`config.mk`:
```
export PLATFORM = sky130hd
export DESIGN_NAME = seg_digit_drive_flat
export DESIGN_NICKNAME = d
export VERILOG_FILES = /design/src/rtl/seg_pkg.sv /design/src/rtl/seg_digit_drive_if.sv /design/src/rtl/hex7seg.sv /design/src/rtl/seg_digit_drive.sv /design/src/flat_wrapper.sv
export SDC_FILE = /design/constraint.sdc
export NUM_CORES = 1
export LEC_CHECK = 0
export ABC_AREA = 1
export CORE_MARGIN = 4
export CORE_UTILIZATION = 40
export DETAILED_ROUTE_END_ITERATION = 12
export PLACE_DENSITY_LB_ADDON = 0.25
export REMOVE_ABC_BUFFERS = 1
export SLEW_MARGIN = 20
export SYNTH_ARGS = -nofsm -noshare
export SYNTH_HDL_FRONTEND = slang
export SYNTH_SLANG_ARGS = --single-unit
```
`constraint.sdc`:
```
create_clock -name clk -period 2.8 [get_ports clk]
set_input_delay 0.56 -clock clk [delete_from_list [all_inputs] [get_ports clk]]
set_output_delay 0.56 -clock clk [all_outputs]
set_load 0.05 [all_outputs]
```
`src/rtl/seg_pkg.sv`:
```
// Shared constants for the 7-segment display path: off patterns, legal
// digit-select codes and the active-low hex-to-segment table.
package seg_pkg;

  localparam logic [3:0] AN_OFF  = 4'b1111;
  localparam logic [6:0] SEG_OFF = 7'b1111111;

  localparam logic [3:0] SEL_D0 = 4'b1110;
  localparam logic [3:0] SEL_D1 = 4'b1101;
  localparam logic [3:0] SEL_D2 = 4'b1011;
  localparam logic [3:0] SEL_D3 = 4'b0111;

  // Segment order {g,f,e,d,c,b,a}, active-low; leftmost entry is nibble F.
  localparam logic [15:0][6:0] SEG_TABLE = {
    7'b0001110, 7'b0000110, 7'b0100001, 7'b1000110,
    7'b0000011, 7'b0001000, 7'b0010000, 7'b0000000,
    7'b1111000, 7'b0000010, 7'b0010010, 7'b0011001,
    7'b0110000, 7'b0100100, 7'b1111001, 7'b1000000
  };

  typedef struct packed {
    logic [15:0] value;
    logic [3:0]  dp;
  } disp_buf_t;

endpackage

```
`src/rtl/seg_digit_drive_if.sv`:
```
// Display-value load port, digit-select input and board-facing drive outputs.
interface seg_digit_drive_if;
  logic        load;
  logic [15:0] value;
  logic [3:0]  dp;
  logic [3:0]  sel;
  logic [3:0]  an;
  logic [6:0]  seg;
  logic        dp_n;
  logic        err;

  modport master (output load, value, dp, sel, input an, seg, dp_n, err);
  modport slave  (input load, value, dp, sel, output an, seg, dp_n, err);
endinterface

```
`src/rtl/hex7seg.sv`:
```
// Combinational nibble to active-low 7-segment pattern {g,f,e,d,c,b,a}.
module hex7seg
  import seg_pkg::*;
(
  input  logic [3:0] nibble,
  output logic [6:0] seg
);
  assign seg = SEG_TABLE[nibble];
endmodule

```
`src/rtl/seg_digit_drive.sv`:
```
// Digit driver: double-buffered display value, leading-zero blanking,
// one-cycle anode dead time on every select change, sticky illegal-select flag.
module seg_digit_drive
  import seg_pkg::*;
#(
  parameter bit BLANK_LZ = 1'b1
) (
  input  logic              clk,
  input  logic              reset,
  seg_digit_drive_if.slave  bus
);

  logic [3:0] sel_q, sel_d;
  disp_buf_t  active_q, active_d;
  disp_buf_t  pend_q, pend_d;
  logic       pend_valid_q, pend_valid_d;
  logic [3:0] an_q, an_d;
  logic [6:0] seg_q, seg_d;
  logic       dp_n_q, dp_n_d;
  logic       err_q, err_d;

  logic       sel_legal;
  logic [1:0] digit_idx;
  logic [3:0] digit_zero;
  logic [3:0] lz_chain;
  logic [3:0] nibble;
  logic [6:0] nibble_seg;
  logic       blank;
  logic       boundary;

  always_comb begin
    sel_legal = 1'b1;
    digit_idx = 2'd0;
    case (bus.sel)
      SEL_D0:  digit_idx = 2'd0;
      SEL_D1:  digit_idx = 2'd1;
      SEL_D2:  digit_idx = 2'd2;
      SEL_D3:  digit_idx = 2'd3;
      default: sel_legal = 1'b0;
    endcase
  end

  // lz_chain[k]: digits 3..k hold a zero nibble and no decimal point.
  genvar gi;
  generate
    for (gi = 0; gi < 4; gi++) begin : g_lz
      assign digit_zero[gi] = (active_q.value[4*gi +: 4] == 4'h0) && !active_q.dp[gi];
      assign lz_chain[gi]   = &digit_zero[3:gi];
    end
  endgenerate

  assign nibble   = active_q.value[{digit_idx, 2'b00} +: 4];
  assign blank    = BLANK_LZ && (digit_idx != 2'd0) && lz_chain[digit_idx];
  assign boundary = (bus.sel == SEL_D0) && (sel_q != SEL_D0);

  hex7seg u_hex7seg (
    .nibble (nibble),
    .seg    (nibble_seg)
  );

  always_comb begin
    sel_d        = bus.sel;
    active_d     = active_q;
    pend_d       = pend_q;
    pend_valid_d = pend_valid_q;
    an_d         = AN_OFF;
    seg_d        = SEG_OFF;
    dp_n_d       = 1'b1;
    err_d        = err_q;

    // A load landing on the frame boundary bypasses the pending buffer.
    if (bus.load && boundary) begin
      active_d     = '{value: bus.value, dp: bus.dp};
      pend_valid_d = 1'b0;
    end else if (bus.load) begin
      pend_d       = '{value: bus.value, dp: bus.dp};
      pend_valid_d = 1'b1;
    end else if (boundary && pend_valid_q) begin
      active_d     = pend_q;
      pend_valid_d = 1'b0;
    end

    if (!sel_legal) begin
      err_d = 1'b1;
    end else if (bus.sel == sel_q) begin
      an_d = bus.sel;
      if (!blank) begin
        seg_d  = nibble_seg;
        dp_n_d = !active_q.dp[digit_idx];
      end
    end
  end

  always_ff @(posedge clk) begin
    if (reset) begin
      sel_q        <= SEL_D0;
      active_q     <= '0;
      pend_q       <= '0;
      pend_valid_q <= 1'b0;
      an_q         <= AN_OFF;
      seg_q        <= SEG_OFF;
      dp_n_q       <= 1'b1;
      err_q        <= 1'b0;
    end else begin
      sel_q        <= sel_d;
      active_q     <= active_d;
      pend_q       <= pend_d;
      pend_valid_q <= pend_valid_d;
      an_q         <= an_d;
      seg_q        <= seg_d;
      dp_n_q       <= dp_n_d;
      err_q        <= err_d;
    end
  end

  assign bus.an   = an_q;
  assign bus.seg  = seg_q;
  assign bus.dp_n = dp_n_q;
  assign bus.err  = err_q;

endmodule

```
`src/flat_wrapper.sv`:
```
// flat-port wrapper written by rule: the top's interface ports become plain ports
module seg_digit_drive_flat import seg_pkg::*;
#(
  parameter bit BLANK_LZ = 1'b1
)
  (clk, reset, bus_load, bus_value, bus_dp, bus_sel, bus_an, bus_seg, bus_dp_n, bus_err);
  seg_digit_drive_if bus_i ();
  input  logic clk;
  input  logic reset;
  input wire logic [$bits(bus_i.load)-1:0] bus_load;
  input wire logic [$bits(bus_i.value)-1:0] bus_value;
  input wire logic [$bits(bus_i.dp)-1:0] bus_dp;
  input wire logic [$bits(bus_i.sel)-1:0] bus_sel;
  output wire logic [$bits(bus_i.an)-1:0] bus_an;
  output wire logic [$bits(bus_i.seg)-1:0] bus_seg;
  output wire logic [$bits(bus_i.dp_n)-1:0] bus_dp_n;
  output wire logic [$bits(bus_i.err)-1:0] bus_err;
  assign bus_i.load = bus_load;
  assign bus_i.value = bus_value;
  assign bus_i.dp = bus_dp;
  assign bus_i.sel = bus_sel;
  assign bus_an = bus_i.an;
  assign bus_seg = bus_i.seg;
  assign bus_dp_n = bus_i.dp_n;
  assign bus_err = bus_i.err;
  seg_digit_drive #(.BLANK_LZ(BLANK_LZ)) u_core (.clk(clk), .reset(reset), .bus(bus_i));
endmodule
```
; After elaboration in Yosys (flattened, before gate mapping)
; Memory sizes are Yosys's and may differ from the RTL's. A register that Yosys moved wholly into a read port is not among the register bits.
; Cells that the tools add are included.
[op_classes]
n_mux = 11
n_shift = 1
bitwise = 3
n_eq_ne = 7
magnitude_cmp = 1
n_reduce_logical = 29
[ops]
columns = operator, count
row1 = 20-bit two-way mux, 3
row2 = 4-bit logical NOT, 4
row3 = 16-bit by 5-bit indexed part select with 4-bit output, 1
row4 = "4-bit == test, second input constant", 3
row5 = 1-bit logical AND, 8
row6 = 4-bit OR reduction, 2
row7 = 2-bit case mux with 3 select lines, 1
row8 = 2-bit AND reduction, 3
row9 = 2-bit nonzero test, 3
row10 = 1-bit logical NOT, 5
row11 = 1-bit two-way mux, 5
row12 = 1-bit binary-select mux with 2-bit select, 2
row13 = "4-bit by 3-bit == test with 1-bit output, second input constant", 1
row14 = 4-bit == test, 1
row15 = "4-bit inequality test, second input constant", 1
row16 = 4-bit AND reduction, 1
row17 = "2-bit by 3-bit < comparator with 1-bit output, second input constant", 1
row18 = 1-bit inverter, 3
row19 = 3-bit AND reduction, 1
row20 = 3-bit OR reduction, 1
row21 = "2-bit by 1-bit inequality test with 1-bit output, second input constant", 1
row22 = 2-bit OR reduction, 1
[totals]
out_inout_bits = 13
register_bits = 51
wordCells = 62
inputBits = 27
rom_bits = 112
memories = 1
[mem_list]
columns = name, words, width, rd, rd_clocked_by_memory_dff, wr, line_no
row1 = (no name shown), 16, 7, 1, 1, 0, hex7seg.sv:8  ; assign seg = SEG_TABLE[nibble];

; Depth between registers and ports, before layout
; Gate-level depths: netlist of run 1.
[logic_depth]
ltp_word = 7
mapped_depth = 15
mapped_depth_nobuf = 14

; By module
; From an unflattened synthesis of run 1, not the netlist that was laid out.
[hier_totals]
cells_unflattened = 450
area_unflattened_um2 = 2941.6
[by_module_without_submodules]
columns = module, area_each_um2, cells_each, seq_area_each_um2, instances
row1 = seg_digit_drive, 2667.6, 401, 1161.1, 1
row2 = hex7seg, 274.0, 49, 0.0, 1

; Worst setup path after synthesis of run 1
; OpenSTA, ideal clock, no wires.
[synth_timing]
kind = in2reg
from = in bus_sel[1]
to = reg u_core.seg_q[3] (netlist: u_core.bus.seg[3])
arrival_time_ns = 1.850
cell_stages = 15
setup_slack_ns = 0.836
setup_ns = 0.114
required_time_ns = 2.686
cell_sequence = nand2_1 -> inv_2 -> nand2_4 -> nand2_4 -> buf_8 -> inv_2 -> nand2_1 -> nand3_1 -> nand2_1 -> ha_1 -> inv_1 -> nand2_1 -> nand3_1 -> nand2_1 -> nand2_1
[synth_via]
elab_chain_len = 6
elab_cells_between_ends = 16
classes_between = eq/ne (5) / shift (1) / mux (4) / bitwise (2) / reduce/logical (4)
[synth_lines]
columns = item, line_no
row1 = from (decl), flat_wrapper.sv:13  ; input wire logic [$bits(bus_i.sel)-1:0] bus_sel;
row2 = 4-bit by 3-bit == test with 1-bit output or 4-bit == test (tied branches), seg_digit_drive.sv:34  ; case (bus.sel)
row3 = 2-bit case mux with 3 select lines, seg_digit_drive.sv:34
row4 = 1-bit binary-select mux with 2-bit select, seg_digit_drive.sv:53  ; assign blank = BLANK_LZ && (digit_idx != 2'd0) && lz_chain[digit_idx];
row5 = 1-bit two-way mux (implied by the code), seg_digit_drive.sv:53
row6 = 1-bit logical AND, seg_digit_drive.sv:53
row7 = 4-bit OR reduction (no line), --
row8 = to (decl), seg_digit_drive.sv:18  ; logic [6:0] seg_q, seg_d;
; Several ways; a longest one is shown, not always the timed one. The select of a mux whose other input is x is not followed.
; A chain may end at the register's enable or synchronous reset.

; Worst setup path in the final report of run 1
[layout_timing]
from = in bus_sel[0]
to = reg u_core.seg_q[3] (netlist: u_core.bus.seg[3])
; Same word-level chain as after synthesis.

==> impl_metrics.csv, run 1 <==
group,metric,value,unit
cells_and_area,area_growth,23.9,%
timing,tns,0,ns
timing,maxSlewViolCount,0,
worst_setup_path,reg2reg_slack,1.33,ns
grt,grt_pass1_vias,2252,
cells_and_area,final_common_cell,"nand2_1",
cells_and_area,final_cell_mix,"nand2_1 (65), dfxtp_1 (58), nor2_1 (54)",
clock_network,cts_tree,"yes",
detailed_routing,wire_per_inst,12.1,um
yosys,synth_area_per_cell,7.38,um2
worst_setup_path,critical_path_class,"in -> reg",
yosys,yosysWarnings,0,
cells_and_area,diodes,0,
yosys,synth_cell_types,27,
die,rows,29,
power_and_ir_drop,p_int,1.39,mW
worst_setup_path,path_cells,"clkdlybuf4s50_1 -> nand2_1 -> inv_2 -> nand2_4 -> nand2_4 -> nand2_1 -> nand2_1 -> nand2_1 -> nand2_1 -> inv_1 -> ha_1 -> nand3_1 -> nand3_1 -> nand2_1 -> nand2_1",
worst_setup_path,cp.arrival,2.60,ns
placement,dp.final_hpwl,4090,um
timing,max-slew-margin-rel,0.578,
grt,grt_pass1_wl,10000,um
min_path,hp-start,"u_core.pend_q[11]",
worst_setup_path,crit_family,"simple AND/OR/NAND/NOR gates",
clock_network,clkSlewWorstSetupHoldPaths,0.06,ns
worst_setup_path,cpMostUsedCell,"nand2_1",
die,ios,40,
placement,place_congestion,0.823,
clock_network,clkLatencyLatePin,0.33,ns
yosys,ys_seq_elements,58,
power_and_ir_drop,netSwitchingFraction,0.251,
timing,holdWs,0.481,ns
power_and_ir_drop,clkPwrFrac,0.394,
worst_setup_path,ff2ff_path_depth,11,
cells_and_area,nets,438,
timing,rsz0062_at_grt,"no",
timing,skew,0.00491,ns
worst_setup_path,crit_fanout,12,
power_and_ir_drop,comb_power_share,0.133,
power_and_ir_drop,p_per_area,555,nW/um2
die,fp.dieH,90.2,um
placement,placed_area,3160,um2
die,start_util,0.418,
grt,antenna_found_initial,0,
grt,grt_max_degree,45,
clock_network,clock-sinks,58,
yosys,syn_inst,366,
yosys,ys_seq_area_frac,0.430,
timing,final-setup-viol-count,0,
timing,hold_viol,0,
cells_and_area,fin_area,3350,um2
detailed_routing,drc,0,
worst_setup_path,cp.buffers_inverters,3,
die,die_w,90.2,um
worst_setup_path,cp-end-kind,"flip-flop",
cells_and_area,fill_cells,673,
power_and_ir_drop,worst_ir_drop_vdd,0.356,mV
die,die_area,8130,um2
worst_setup_path,cp-start-kind,"input port",
yosys,syn_area,2700,um2
clock_network,cts_max_level,3,
min_path,hold_depth,2,
clock_network,cts_buffers,9,
detailed_routing,drt_iter0_drc,136,
worst_setup_path,slowest_delay,0.56,ns
detailed_routing,dr.pass1.iters,4,
power_and_ir_drop,switchingPower,0.466,mW
placement,io_buffers,39,
detailed_routing,vias_per_cell,4.92,
clock_network,postCtsHoldBufs,0,
clock_network,cts_resized,0,
clock_network,cts_buffer_depth,2,
worst_setup_path,critPathSlowestCell,"clkdlybuf4s50_1",
cells_and_area,instances_no_fill,486,
detailed_routing,drtAntennaViolNets,0,
placement,place_inst,471,
worst_setup_path,r2r-end,"u_core.bus.seg[3]",
worst_setup_path,r2r_start,"u_core.active_q[9]",
min_path,hold_class,"reg -> reg",
outcome,status,"finished, final reports clean",
timing,worst_pin_slew,0.633,ns
power_and_ir_drop,power.static_leakage,1.43,nW
min_path,hold_path_end,"u_core.pend_q[11]",
cells_and_area,layout-drive-gt1-share,0.127,
clock_network,ctsRootBufferMaster,"clkbuf_8",
power_and_ir_drop,seqPwrFrac,0.472,
worst_setup_path,cp.required,3.02,ns
detailed_routing,wl,5870,um
clock_network,post_cts_buffers,0,
detailed_routing,via_count,2389,
timing,finalCritPeriodShare,0.849,
job,maxCapViolations,0,
grt,grtUsageTotal,0.150,
grt,gr-total-overflow,0,
timing,layout_min_cycle_time,2.38,ns
timing,fmax,421,MHz
die,core_area,6460,um2
[per-layer routing]
metal / part of all wire / track usage
met2: 0.45 / 0.239
met3: 0.053 / 0.0593
met1: 0.49 / 0.188
met4: 0.011 / 0.0421
met5: 0 / 0
[kinds of logic after synthesis]
family / after synthesis / share of synthesized area
buffers and inverters: 41 / 0.0658
DFF: 58 / 0.430
xor gates and xnor gates: 3 / 0.00973
adders and majority gates: 6 / 0.0278
and+or+nand+nor: 173 / 0.297
AOI/OAI and AO/OA: 85 / 0.170
[Yosys cell counts]
library cell / n / area, um2
o21ai_1: 1 / 5.00
nor3_4: 1 / 16.3
nor3_2: 2 / 20.0
a21oi_1: 20 / 100
nor3_1: 2 / 10.0
o21ai_0: 41 / 205
nor2_1: 55 / 206
buf_8: 1 / 15.0
o211ai_1: 2 / 15.0
dfxtp_1: 58 / 1160
clkbuf_1: 8 / 30.0
o22ai_1: 20 / 125
a21oi_2: 1 / 8.76
nand4_1: 1 / 6.26
nor2_2: 6 / 37.5
nand3_2: 2 / 20.0
ha_1: 6 / 75.1
xnor2_1: 3 / 26.3
inv_4: 1 / 6.26
inv_2: 6 / 22.5
nand2_4: 5 / 56.3
inv_1: 17 / 63.8
nand2_1: 65 / 244
nand2_2: 7 / 43.8
nor2_4: 1 / 11.3
nand3_1: 26 / 130
buf_2: 8 / 40.0
[power by group through the flow]
stage | Clock (mW) | Combinational, mW | Sequential [mW]
final | 0.733 | 0.247 | 0.878
after global routing | 0.801 | 0.280 | 0.881
after CTS | 0.755 | 0.249 | 0.878
after detailed placement | 0 | 0.247 | 0.896
after global placement | 0 | 0.244 | 0.895
after floorplan | 0 | 0.150 | 0.900
[registers in the layout, indices dropped and copies added, names as in the netlist]
signal               count
u_core.bus.err           1
u_core.bus.seg           7
u_core.bus.an            4
u_core.pend_q           20
u_core.pend_valid_q      1
u_core.bus.dp_n          1
u_core.active_q         20
u_core.sel_q             4
[how the worst max path moves through the flow]
stage               slack [ns]       start  depth (start not counted)            endpoint
floorplan                 0.42  bus_sel[1]                          6  u_core.active_q[0]
global placement          0.14  bus_sel[0]                         15   u_core.bus.seg[3]
detailed placement        0.08  bus_sel[0]                         15   u_core.bus.seg[3]
CTS                       0.42  bus_sel[0]                         15   u_core.bus.seg[3]
global route              0.21  bus_sel[1]                         15   u_core.bus.seg[3]
finish                    0.42  bus_sel[0]                         15   u_core.bus.seg[3]
[cell type report]
class / count / area, um2 / share of cell area
repair buffers: 45 / 448 / 0.134
inverters: 24 / 92.6 / 0.0277
well taps: 77 / 96.3 / 0.0288
flip-flops and latches: 58 / 1160 / 0.347
multi-input cells: 267 / 1370 / 0.408
clock inverters: 3 / 40.0 / 0.0120
clock buffers: 12 / 145 / 0.0433
[stage by stage]
step	utilization	setup slack [ns]	power [mW]
after floorplan	-	0.423	1.05
after global placement	0.490	0.139	1.14
after detailed placement	0.490	0.0833	1.14
after CTS	0.518	0.423	1.88
after global routing	0.518	0.211	1.96
final	0.518	0.423	1.86
[tightest hold or removal path, cell delays in order, from the launching register on]
cell	delay, ns
dfxtp_1	0.32
nor2_1	0.05
nor2_1	0.08
Note: power is estimated with default switching activity, not from simulation.
==> inputs of run 2 (changes only) <==
- clock period: 2.8 -> 2.3 ns (I/O delays scaled with it)
==> run 2 against run 1 <==
  * Global-route usage grew 0.47 points
  * Via count grew 5.9%
  * Critical endpoint is now u_core.bus.seg[5]
  * Clock skew grew 0.00085 ns
  * Utilization grew 3.5 points
  * Die area is the same
  * Setup slack lost 0.20 ns
  * Sequential share of layout area shrank 2.2 points
  * Sequential cell count is the same
==> impl_metrics.csv, run 2 (same netlist as run 1, synthesis figures left out) <==
group,metric,value,unit
worst_setup_path,cp.required,2.53,ns
worst_setup_path,cp-startpoint,"bus_sel[2]",
worst_setup_path,reg2reg_slack,0.88,ns
cells_and_area,multiInputGateArea,1370,um2
cells_and_area,final_cell_mix,"nand2_1 (64), dfxtp_1 (58), nor2_1 (54)",
cells_and_area,area_growth,32.3,%
worst_setup_path,cp-start-kind,"input port",
timing,rsz0062_at_grt,"no",
clock_network,clock-sinks,58,
clock_network,cts_max_level,3,
timing,postLayoutSetupSlackWorst,0.222,ns
worst_setup_path,cp.arrival,2.31,ns
die,start_util,0.418,
timing,hold_viol,0,
worst_setup_path,cp-endpoint,"u_core.bus.seg[5]",
detailed_routing,wl,5890,um
clock_network,cts_buffers,9,
detailed_routing,drtAntennaViolNets,0,
clock_network,cts_buffer_depth,2,
die,rows,29,
power_and_ir_drop,p_per_area,680,nW/um2
cells_and_area,diodes,0,
cells_and_area,seq_area,1160,um2
outcome,status,"finished, final reports clean",
min_path,hold_class,"reg -> reg",
worst_setup_path,ff2ff_path_depth,11,
worst_setup_path,r2r_start,"u_core.active_q[8]",
die,core_area,6460,um2
cells_and_area,final_common_cell,"nand2_1",
grt,grt_pass1_vias,2390,
placement,io_buffers,39,
timing,skew,0.00576,ns
timing,maxSlewViolCount,0,
die,ios,40,
timing,fmax,481,MHz
die,die_area,8130,um2
grt,grt_pass1_wl,10500,um
detailed_routing,drc,0,
die,die_w,90.2,um
grt,grt_max_degree,45,
clock_network,ctsRootBufferMaster,"clkbuf_8",
power_and_ir_drop,power.static_leakage,1.58,nW
timing,tns,0,ns
cells_and_area,fill_cells,607,
timing,layout_min_cycle_time,2.08,ns
detailed_routing,via_count,2530,
cells_and_area,nets,459,
detailed_routing,drt_iter0_drc,95,
grt,gr-total-overflow,0,
placement,place_ws,-0.186,ns
die,fp.dieH,90.2,um
timing,worst_pin_slew,0.504,ns
power_and_ir_drop,worst_ir_drop_vdd,0.390,mV
clock_network,cts_tree,"yes",
detailed_routing,wire_per_inst,11.6,um
worst_setup_path,cp-end-kind,"flip-flop",
detailed_routing,dr.pass1.iters,5,
placement,place_congestion,0.817,
clock_network,post_cts_buffers,0,
grt,antenna_found_initial,0,
cells_and_area,layout-drive-gt1-share,0.172,
worst_setup_path,r2r-end,"u_core.bus.seg[3]",
worst_setup_path,crit_fanout,10,
power_and_ir_drop,totalPowerFinal,2.43,mW
job,maxCapViolations,0,
timing,finalCritPeriodShare,0.903,
detailed_routing,vias_per_cell,4.99,
placement,dp.final_hpwl,4300,um
timing,final-setup-viol-count,0,
clock_network,clkSlewWorstSetupHoldPaths,0.06,ns
worst_setup_path,critical_path_class,"in -> reg",
grt,grtUsageTotal,0.155,
timing,max-slew-margin-rel,0.663,
clock_network,clkLatencyLatePin,0.33,ns
run 2: changes by cell type in the layout (fill, tap and decap cells not counted), sizes merged:
cell	change
buf	+21
clkdlybuf4s50	-3
dlymetal6s2s	+3
clkinv	-2
bufinv	+1
clkbuf	+1
run 2: worst min-delay path by stage:
stage / startpoint / endpoint / slack [ns] / cells past startpoint
after floorplan: u_core.pend_valid_q / u_core.pend_valid_q / 0.44 / 2
after global placement: u_core.bus.err / u_core.bus.err / 0.46 / 2
after detailed placement: u_core.bus.err / u_core.bus.err / 0.46 / 2
after CTS: u_core.bus.err / u_core.bus.err / 0.48 / 2
after global routing: u_core.pend_valid_q / u_core.pend_valid_q / 0.50 / 2
final: u_core.bus.err / u_core.bus.err / 0.47 / 2
run 2: through the flow:
step / std cells / util / instance area [um2] / hold WS [ns]
after global routing: 507 / 0.553 / 3570 / 0.501
after CTS: 507 / 0.552 / 3560 / 0.481
after floorplan: 349 / - / 2620 / 0.440
after global placement: 492 / 0.518 / 3350 / 0.457
after detailed placement: 492 / 0.518 / 3350 / 0.464
final: 507 / 0.553 / 3570 / 0.473
run 2: timing repair:
item	in CTS	in global routing
resized for setup	0	4
hold buffers	0	0
hold endpoints to repair	0	0
setup endpoints to repair	0	4
run 2: layout make-up:
cell class,instances,area share
multi-input combinational,267,0.383
sequential,58,0.325
timing repair buffer,66,0.179
clock buffer,13,0.0445
tap,77,0.0270
inverter,24,0.0259
clock inverter,2,0.0168
run 2: power breakdown:
group	internal (mW)	switching (mW)	total [mW]	leakage, nW
registers	1.05	0.0208	1.07	0.476
clock network	0.664	0.370	1.03	0.110
logic	0.151	0.179	0.330	0.990
run 2: per-layer routing:
metal	wire, um	track usage
met2	2750	0.261
met1	2770	0.185
met5	0	0
met3	298	0.0543
met4	70	0.0459
run 2: worst max-delay path, cell delays in order:
cell and delay (ns):
clkdlybuf4s50_1 0.56, inv_2 0.07, nor2_2 0.13, nand2_4 0.08
nand2_4 0.11, nand2_1 0.07, nand2_1 0.06, nand2_1 0.04
nand2_1 0.14, inv_1 0.10, ha_1 0.23, nand2_2 0.08
o21ai_1 0.07, nand2_1 0.06, nand2_1 0.04
==> inputs of run 3 (changes only) <==
- DONT_BUFFER_PORTS: default -> 1
==> run 3 against run 2 <==
  * Utilization decreased by 9.2 points
  * Sequential power about the same
  * Non-clock buffer count decreased by 62
  * Critical path depth decreased by 1
  * Count of clock-buffer cells in the layout decreased by 1
  * Maximum frequency increased by 21%
  * Setup slack improved by 0.37 ns
  * Largest cell class unchanged
  * Critical path type unchanged
  * Register-to-register slack got worse by 0.08 ns
  * Sequential share of layout area increased by 6.4 points
  * Die area unchanged
  * Sequential cell count unchanged
  * Clock power increased by 6%
==> impl_metrics.csv, run 3 (same netlist as run 1, synthesis figures left out) <==
group,metric,value,unit
worst_setup_path,reg2reg_slack,0.80,ns
job,maxCapViolations,0,
worst_setup_path,cp-end-kind,"flip-flop",
timing,tns,0,ns
detailed_routing,via_count,2263,
timing,layout_min_cycle_time,1.71,ns
grt,grt_pass1_vias,2121,
cells_and_area,fill_cells,673,
timing,holdWs,0.189,ns
detailed_routing,drc,0,
clock_network,cts_buffers,9,
timing,final-setup-viol-count,0,
cells_and_area,instances_no_fill,446,
placement,place_congestion,0.790,
detailed_routing,dr.pass1.iters,4,
min_path,hold_path_end,"u_core.bus.err",
worst_setup_path,cp-start-kind,"input port",
grt,grt_pass1_wl,10000,um
cells_and_area,nets,397,
die,ios,40,
die,rows,29,
worst_setup_path,cp-startpoint,"bus_sel[1]",
detailed_routing,drt_iter0_drc,163,
power_and_ir_drop,p_per_area,804,nW/um2
clock_network,post_cts_buffers,0,
timing,max-slew-margin-rel,0.572,
outcome,status,"finished, final reports clean",
cells_and_area,final_common_cell,"nand2_1",
worst_setup_path,ff2ff_path_depth,11,
clock_network,cts_resized,0,
min_path,hold_class,"in -> reg",
clock_network,clock-sinks,58,
power_and_ir_drop,power.static_leakage,1.28,nW
worst_setup_path,r2r_start,"u_core.active_q[9]",
clock_network,clkLatencyLatePin,0.34,ns
detailed_routing,wl,5850,um
worst_setup_path,critical_path_class,"in -> reg",
clock_network,postCtsHoldBufs,0,
worst_setup_path,r2r-end,"u_core.bus.seg[3]",
grt,grt_max_degree,45,
clock_network,cts_buffer_depth,2,
min_path,hp-start,"reset",
placement,placed_area,2750,um2
die,core_area,6460,um2
die,fp.dieH,90.2,um
timing,maxSlewViolCount,0,
worst_setup_path,slowest_delay,0.24,ns
cells_and_area,utilization,0.462,
placement,dp.final_hpwl,4100,um
worst_setup_path,cp.arrival,1.93,ns
timing,fmax,584,MHz
detailed_routing,drtAntennaViolNets,0,
worst_setup_path,path_cells,"nand2_1 -> inv_2 -> nand2_4 -> nand2_4 -> nand2_1 -> nand2_1 -> nand2_1 -> nand2_1 -> inv_1 -> ha_1 -> nand2_2 -> nand3_1 -> nand2_1 -> nand2_1",
die,die_area,8130,um2
clock_network,cts_tree,"yes",
timing,rsz0062_at_grt,"no",
grt,grtUsageTotal,0.152,
timing,hold_viol,0,
worst_setup_path,cpMostUsedCell,"nand2_1",
grt,gr-total-overflow,0,
cells_and_area,area_growth,10.4,%
detailed_routing,wire_per_inst,13.1,um
worst_setup_path,crit_fanout,12,
die,die_w,90.2,um
placement,io_buffers,0,
power_and_ir_drop,worst_ir_drop_vdd,0.434,mV
worst_setup_path,cp.required,2.52,ns
cells_and_area,final_cell_mix,"nand2_1 (65), dfxtp_1 (58), nor2_1 (54)",
min_path,hold_depth,1,
timing,skew,0.0104,ns
die,start_util,0.418,
cells_and_area,fin_area,2980,um2
timing,postLayoutSetupSlackWorst,0.588,ns
cells_and_area,layout-drive-gt1-share,0.144,
detailed_routing,vias_per_cell,5.07,
clock_network,clkSlewWorstSetupHoldPaths,0.06,ns
placement,place_inst,430,
clock_network,ctsRootBufferMaster,"clkbuf_8",
timing,finalCritPeriodShare,0.744,
clock_network,cts_max_level,3,
cells_and_area,diodes,0,
power_and_ir_drop,totalPowerFinal,2.40,mW
worst_setup_path,critPathSlowestCell,"ha_1",
grt,antenna_found_initial,0,
placement,place_ws,0.254,ns
timing,worst_pin_slew,0.642,ns
-- run 3: cell count changes in the layout (fill, tap and decap cells not counted), sizes merged --
cell | before | now
buf | 27 | 4
clkdlybuf4s50 | 36 | 0
clkinv | 0 | 1
clkbuf | 13 | 12
dlymetal6s2s | 3 | 0
clkinvlp | 0 | 1
-- run 3: critical path: cells and delay by family --
family | cells | cell delay [ns]
simple gates | 11 | 1.00
buf+inv | 2 | 0.22
fa+ha+maj | 1 | 0.24
-- run 3: worst max path at each step --
stage / endpoint
floorplan: u_core.active_q[0]
global placement: u_core.bus.seg[3]
detailed placement: u_core.bus.seg[3]
CTS: u_core.bus.seg[3]
global route: u_core.bus.seg[5]
finish: u_core.bus.seg[3]
-- run 3: cell type report --
cell class                 instances  area [um2]  area share
inverter                          24        92.6      0.0310
tap                               77        96.3      0.0323
sequential                        58        1160       0.389
timing repair buffer               4        30.0      0.0101
multi-input combinational        267        1370       0.458
clock inverter                     4        72.6      0.0243
clock buffer                      12         165      0.0554
-- run 3: layer usage --
| layer | up-vias | part of all wire | global-route usage |
|---|---|---|---|
| met4 | 0 | 0.012 | 0.0548 |
| met3 | 8 | 0.076 | 0.0701 |
| met2 | 69 | 0.43 | 0.232 |
| li1 | 1206 | - | - |
| met5 | - | 0 | 0 |
| met1 | 980 | 0.48 | 0.188 |
-- run 3: where the power goes --
part / internal, mW / switching [mW] / leakage (nW)
sequential: 1.05 / 0.0313 / 0.476
combinational: 0.0820 / 0.148 / 0.684
clock: 0.696 / 0.394 / 0.119
